`config.mk`:
```
export PLATFORM = sky130hd
export DESIGN_NAME = apb_m_if
export DESIGN_NICKNAME = d
export VERILOG_FILES = /design/src/rtl/apb_m_if.sv
export SDC_FILE = /design/constraint.sdc
export NUM_CORES = 1
export LEC_CHECK = 0
export BUFFER_PORTS_ARGS = -buffer_cell sky130_fd_sc_hd__buf_2
export CORE_MARGIN = 5
export CORE_UTILIZATION = 47
export CTS_BUF_LIST = sky130_fd_sc_hd__clkbuf_8
export DETAILED_ROUTE_END_ITERATION = 6
export GPL_TIMING_DRIVEN = 1
export PLACE_DENSITY = 0.79
export SYNTH_ARGS = -nofsm -noshare
export SYNTH_HDL_FRONTEND = slang
export SYNTH_SLANG_ARGS = --single-unit
```
`constraint.sdc`:
```
create_clock -name pclk -period 3.6 [get_ports pclk]
set_input_delay 0 -clock pclk [delete_from_list [all_inputs] [get_ports pclk]]
set_output_delay 0 -clock pclk [all_outputs]
set_load 0.05 [all_outputs]
```
`src/rtl/apb_m_if.sv`:
```
`default_nettype none
// ============================================================================
//  Module      : apb_m_if
//  Description : APB master bridge. Takes one read/write command at a time on
//                a valid/ready port, runs the APB SETUP/ACCESS sequence with a
//                bounded wait for pready, and returns read data and a timeout
//                flag on a valid/ready response port.
//  Revision    : 1.0  initial release
// ============================================================================
module apb_m_if #(
    parameter int ADDR_WIDTH = 32,
    parameter int DATA_WIDTH = 32,
    parameter int TIMEOUT    = 16
) (
    input  logic                  pclk,
    input  logic                  preset,
    // command port
    input  logic                  cmd_valid,
    output logic                  cmd_ready,
    input  logic                  cmd_write,
    input  logic [ADDR_WIDTH-1:0] cmd_addr,
    input  logic [DATA_WIDTH-1:0] cmd_wdata,
    // response port
    output logic                  rsp_valid,
    input  logic                  rsp_ready,
    output logic                  rsp_write,
    output logic [DATA_WIDTH-1:0] rsp_rdata,
    output logic                  rsp_timeout,
    // APB master side
    output logic                  psel,
    output logic                  penable,
    output logic                  pwrite,
    output logic [ADDR_WIDTH-1:0] paddr,
    output logic [DATA_WIDTH-1:0] pwdata,
    input  logic [DATA_WIDTH-1:0] prdata,
    input  logic                  pready
);

    // Wait counter only ever reaches TIMEOUT-1, so TIMEOUT+1 values is ample.
    localparam int                 c_cnt_w    = $clog2(TIMEOUT + 1);
    localparam logic [c_cnt_w-1:0] c_cnt_last = c_cnt_w'(TIMEOUT - 1);
    localparam logic [c_cnt_w-1:0] c_cnt_one  = c_cnt_w'(1);

    typedef enum logic [1:0] {
        ST_IDLE   = 2'b00,
        ST_SETUP  = 2'b01,
        ST_ACCESS = 2'b10,
        ST_RESP   = 2'b11
    } state_t;

    state_t                  r_state;
    state_t                  w_state_next;
    logic                    w_cmd_ready;
    logic                    w_accept;
    logic                    w_done_ok;
    logic                    w_done_timeout;
    logic [c_cnt_w-1:0]      r_wait_cnt;
    logic                    r_pwrite;
    logic [ADDR_WIDTH-1:0]   r_paddr;
    logic [DATA_WIDTH-1:0]   r_pwdata;
    logic                    r_rsp_write;
    logic [DATA_WIDTH-1:0]   r_rsp_rdata;
    logic                    r_rsp_timeout;

    // Commands are only offered in IDLE and never while reset is asserted.
    assign w_cmd_ready = (r_state == ST_IDLE) & ~preset;

    // State register.
    always_ff @(posedge pclk or posedge preset) begin
        if (preset) begin
            r_state <= ST_IDLE;
        end else begin
            r_state <= w_state_next;
        end
    end

    // Next-state decode plus the one-cycle events that steer the datapath.
    always_comb begin
        w_state_next   = r_state;
        w_accept       = 1'b0;
        w_done_ok      = 1'b0;
        w_done_timeout = 1'b0;
        case (r_state)
            ST_IDLE: begin
                if (cmd_valid && w_cmd_ready) begin
                    w_accept     = 1'b1;
                    w_state_next = ST_SETUP;
                end
            end
            ST_SETUP: begin
                w_state_next = ST_ACCESS;
            end
            ST_ACCESS: begin
                if (pready) begin
                    w_done_ok    = 1'b1;
                    w_state_next = ST_RESP;
                end else if (r_wait_cnt == c_cnt_last) begin
                    w_done_timeout = 1'b1;
                    w_state_next   = ST_RESP;
                end
            end
            ST_RESP: begin
                if (rsp_ready) begin
                    w_state_next = ST_IDLE;
                end
            end
            default: begin
                w_state_next = ST_IDLE;
            end
        endcase
    end

    // Capture the accepted command; it stays on the APB bus until the next one.
    always_ff @(posedge pclk or posedge preset) begin
        if (preset) begin
            r_pwrite <= 1'b0;
            r_paddr  <= '0;
            r_pwdata <= '0;
        end else if (w_accept) begin
            r_pwrite <= cmd_write;
            r_paddr  <= cmd_addr;
            r_pwdata <= cmd_wdata;
        end
    end

    // Count unanswered ACCESS cycles; ACCESS is left before it can pass TIMEOUT-1.
    always_ff @(posedge pclk or posedge preset) begin
        if (preset) begin
            r_wait_cnt <= '0;
        end else if (w_accept) begin
            r_wait_cnt <= '0;
        end else if ((r_state == ST_ACCESS) && !pready && (r_wait_cnt != c_cnt_last)) begin
            r_wait_cnt <= r_wait_cnt + c_cnt_one;
        end
    end

    // Load the response when ACCESS ends; it is held untouched through RESP.
    always_ff @(posedge pclk or posedge preset) begin
        if (preset) begin
            r_rsp_write   <= 1'b0;
            r_rsp_rdata   <= '0;
            r_rsp_timeout <= 1'b0;
        end else if (w_done_ok) begin
            r_rsp_write   <= r_pwrite;
            r_rsp_rdata   <= r_pwrite ? '0 : prdata;
            r_rsp_timeout <= 1'b0;
        end else if (w_done_timeout) begin
            r_rsp_write   <= r_pwrite;
            r_rsp_rdata   <= '0;
            r_rsp_timeout <= 1'b1;
        end
    end

    // APB strobes and response valid come straight from the state register.
    assign psel        = (r_state == ST_SETUP) || (r_state == ST_ACCESS);
    assign penable     = (r_state == ST_ACCESS);
    assign rsp_valid   = (r_state == ST_RESP);
    assign cmd_ready   = w_cmd_ready;
    assign pwrite      = r_pwrite;
    assign paddr       = r_paddr;
    assign pwdata      = r_pwdata;
    assign rsp_write   = r_rsp_write;
    assign rsp_rdata   = r_rsp_rdata;
    assign rsp_timeout = r_rsp_timeout;

endmodule
`default_nettype wire

```
==> impl_results.md <==
* Status: complete, no violations
* Type of the worst setup path: reg2reg
* Fraction of final layout cells sized beyond drive strength 1 at 0.408
* Highest achievable clock rate at 477 MHz
* Distinct cell type count of the synthesized netlist at 25
* Synthesis-to-layout area growth at 57.3%
* Core utilization of the finished layout at 0.747
* Overall track demand over capacity in global routing at 0.215
* Antenna violations before repair at 0
* Hold Crit Start: cmd_valid
* Headroom to the max-slew limit at 0.408
* Die X-Extent at 103 um
* Hold Violations, Final at 0
* Pre-Repair DR Iteration Count at 4
* Data required time of the worst path at 3.83 ns
* Number of I/O port buffers at 204
* Antenna cells at 0
* Ports placed on the boundary at 205
* Maximum number of pins on one net before global-route repair at 75
* Number of vias per cell at roughly 4.9
* Final clock period utilization by the worst path at 0.583
* Starting density of the core at 0.475
* Total number of vias at roughly 3.3k
* LEAKAGE at 0.00324 uW
* Slack of the critical path at 1.50 ns
* Proportion of netlist area held by the largest area contributor at 0.653
* Leading post-synthesis cells by cell area: dfrtp_1 65%, mux2_1 18%, a22o_1 6.9%
* Count of mapped cells out of synthesis at 258
* Endpoint, Worst Hold: r_state[0]
* Setup repair after global routing missed its margin: no
* Slew @ Worst Pin at 0.889 ns
* Die height at 103 um
* Depth of the most critical reg-to-reg path at 5
* Data arrival time of the critical path at 2.33 ns
* Sequential standard cell area at 0.00265 mm2
* Core area at 0.00855 mm2
* Worst vdd rail ir drop at 0.599 mV
* #FFs+latches synth at 106
* GP Congestion at 0.729
* Detailed placement HPWL at between 7000 and 8000 um
* Synthesized area at 0.00406 mm2
* Shortest clock period the worst path allows after layout at 2.10 ns
* DIE AREA at 0.0106 mm2
* Worst Setup SP: r_state[0]
* Register-to-register setup slack at 1.50 ns
* First-pass GRT wire length at 17,400 um
* R2r startpoint: r_state[0]
* Reg clk slew, reported paths at 0.09 ns
* Worst clock skew on the final layout at 0.0140 ns
* Library cell with the largest summed area after synthesis: dfrtp_1
* Post-DRT Antenna Nets at 0
* Vias in the first global route at 3,550
* Clock latency reported for the late side of the worst-skew pair at 0.36 ns
* Setup violation total in the final timing report at 0
* Net count reported at finish at 671
* Sort of element at the start of the critical path: flip-flop
* Nets in the synthesized netlist at 366
* Row count at 34
* Crit-path max FO at 55
* Min-delay worst type: in2reg
* Most frequent standard cell in the layout excluding fill and tap cells: buf_2
* Leading cell types in the layout, fill and taps excluded: 204 x buf_2, 106 x dfrtp_1, 100 x dlygate4sd3_1
* Total area of multi-input combinational cells at ~0.0013 mm2
* Terminus of the critical flop-to-flop path: paddr[14]
* Ys Warns at 0
* DP Worst Slack at between 1.5 and 2 ns
* Final global-route overflow total at 0
* Max Cap Viol at 0
* Residual DRC at 0
* CTS tree: done
* PD cells at 982 mW/mm2
* Average footprint of a synthesized cell at approximately 16 um2
* Routed Wire Length at 11,400 um
* Longest Clk Path Bufs at 2
* Maximum level of the CTS H-tree at 3
* Aggregate negative setup slack at 0 ns
* Cell count of the worst hold path at 4
* Root Buffer: clkbuf_8
* Fill count at roughly 580
* Critical Path Sink Type: flip-flop
* Number of DRC markers in iteration 0 at 59
* Total clock buffers created by CTS at 9
* Fraction of the yosys area taken by sequential cells at 0.653
* Post-DR wirelength/cell at 16.8 um
* Clock tree sinks at around 110
* Fin. max-slew vios at 0
## synthesized netlist by cell type
master	count
a21oi_1	3
nand2_1	1
nand2b_1	1
nor3b_4	1
dfrtp_1	106
xnor2_1	2
o21ai_1	1
ha_1	6
buf_2	8
buf_4	6
mux2_2	2
mux2i_1	1
nor2_1	7
nor4bb_1	1
mux2_4	1
a211oi_1	2
a2bb2oi_1	1
nor2b_1	2
a211oi_2	1
a22o_1	32
mux2_1	64
inv_1	5
a31o_1	1
and3b_1	1
and3_1	2
## metrics by stage
step                std cells  power (uW)  area, um2  hold slack [ns]
finish                    676        6270       6390           0.0583
global route              676        6580       6390           0.0832
CTS                       676        6320       6390           0.0434
detailed placement        560        5490       5180            0.220
global placement          560        5400       5180            0.215
floorplan                 258        4640       4060           0.0907
## sequential cells by signal, indices dropped and copies added (netlist names)
name         cells
r_wait_cnt       5
rsp_timeout      1
rsp_write        1
r_state          2
pwrite           1
pwdata          32
paddr           32
rsp_rdata       32
## repair_timing
item / in CTS / in global routing
setup buffers: 0 / 0
resized for setup: 0 / 0
hold endpoints to repair: 172 / 0
hold buffers: 100 / 0
## power breakdown
group,switching [uW],internal (uW),leakage [uW]
combinational,2570,940,0.00183
sequential,289,1740,0.00131
clock,391,342,0.000104
total,3250,3020,0.00324
## worst max path at each step
| stage | cells after the start | to |
|---|---|---|
| 2_1_floorplan | 1 | paddr[0] |
| 3_3_place_gp | 5 | paddr[30] |
| 3_5_place_dp | 5 | pwdata[2] |
| 4_1_cts | 6 | rsp_rdata[5] |
| 5_1_grt | 6 | rsp_rdata[15] |
| 6_report | 5 | paddr[14] |
## layer usage
metal / routed length [um] / track usage / up-vias
met5: 0 / 0 / -
met4: 299 / 0.0857 / 0
met3: 745 / 0.0528 / 27
met2: 6060 / 0.383 / 128
met1: 4280 / 0.248 / 1610
li1: - / - / 1541
## cell families (layout without fill, tap and decap cells)
logic type	after synthesis	in the layout	share of synthesized area
flops	106	106	0.653
mux	68	68	0.189
compound gates	41	41	0.0850
buf+inv	19	329	0.0256
simple gates	16	16	0.0243
fa+ha+maj	6	6	0.0185
xor+xnor	2	2	0.00431
## final cells by class
cell class / count / share of cell area
Sequential cell: 106 / 0.415
Tap cell: 108 / 0.0212
Multi-Input combinational cell: 133 / 0.205
Inverter: 5 / 0.00333
Clock inverter: 6 / 0.00999
Timing Repair Buffer: 308 / 0.323
Clock buffer: 10 / 0.0215
## critical path: stages, from the launching register on
cell and delay (ns):
dfrtp_1 0.41, inv_1 0.12, ha_1 0.23, and3b_2 0.47
buf_12 0.33, mux2_1 0.37
Note: power is estimated with default switching activity, not from simulation.
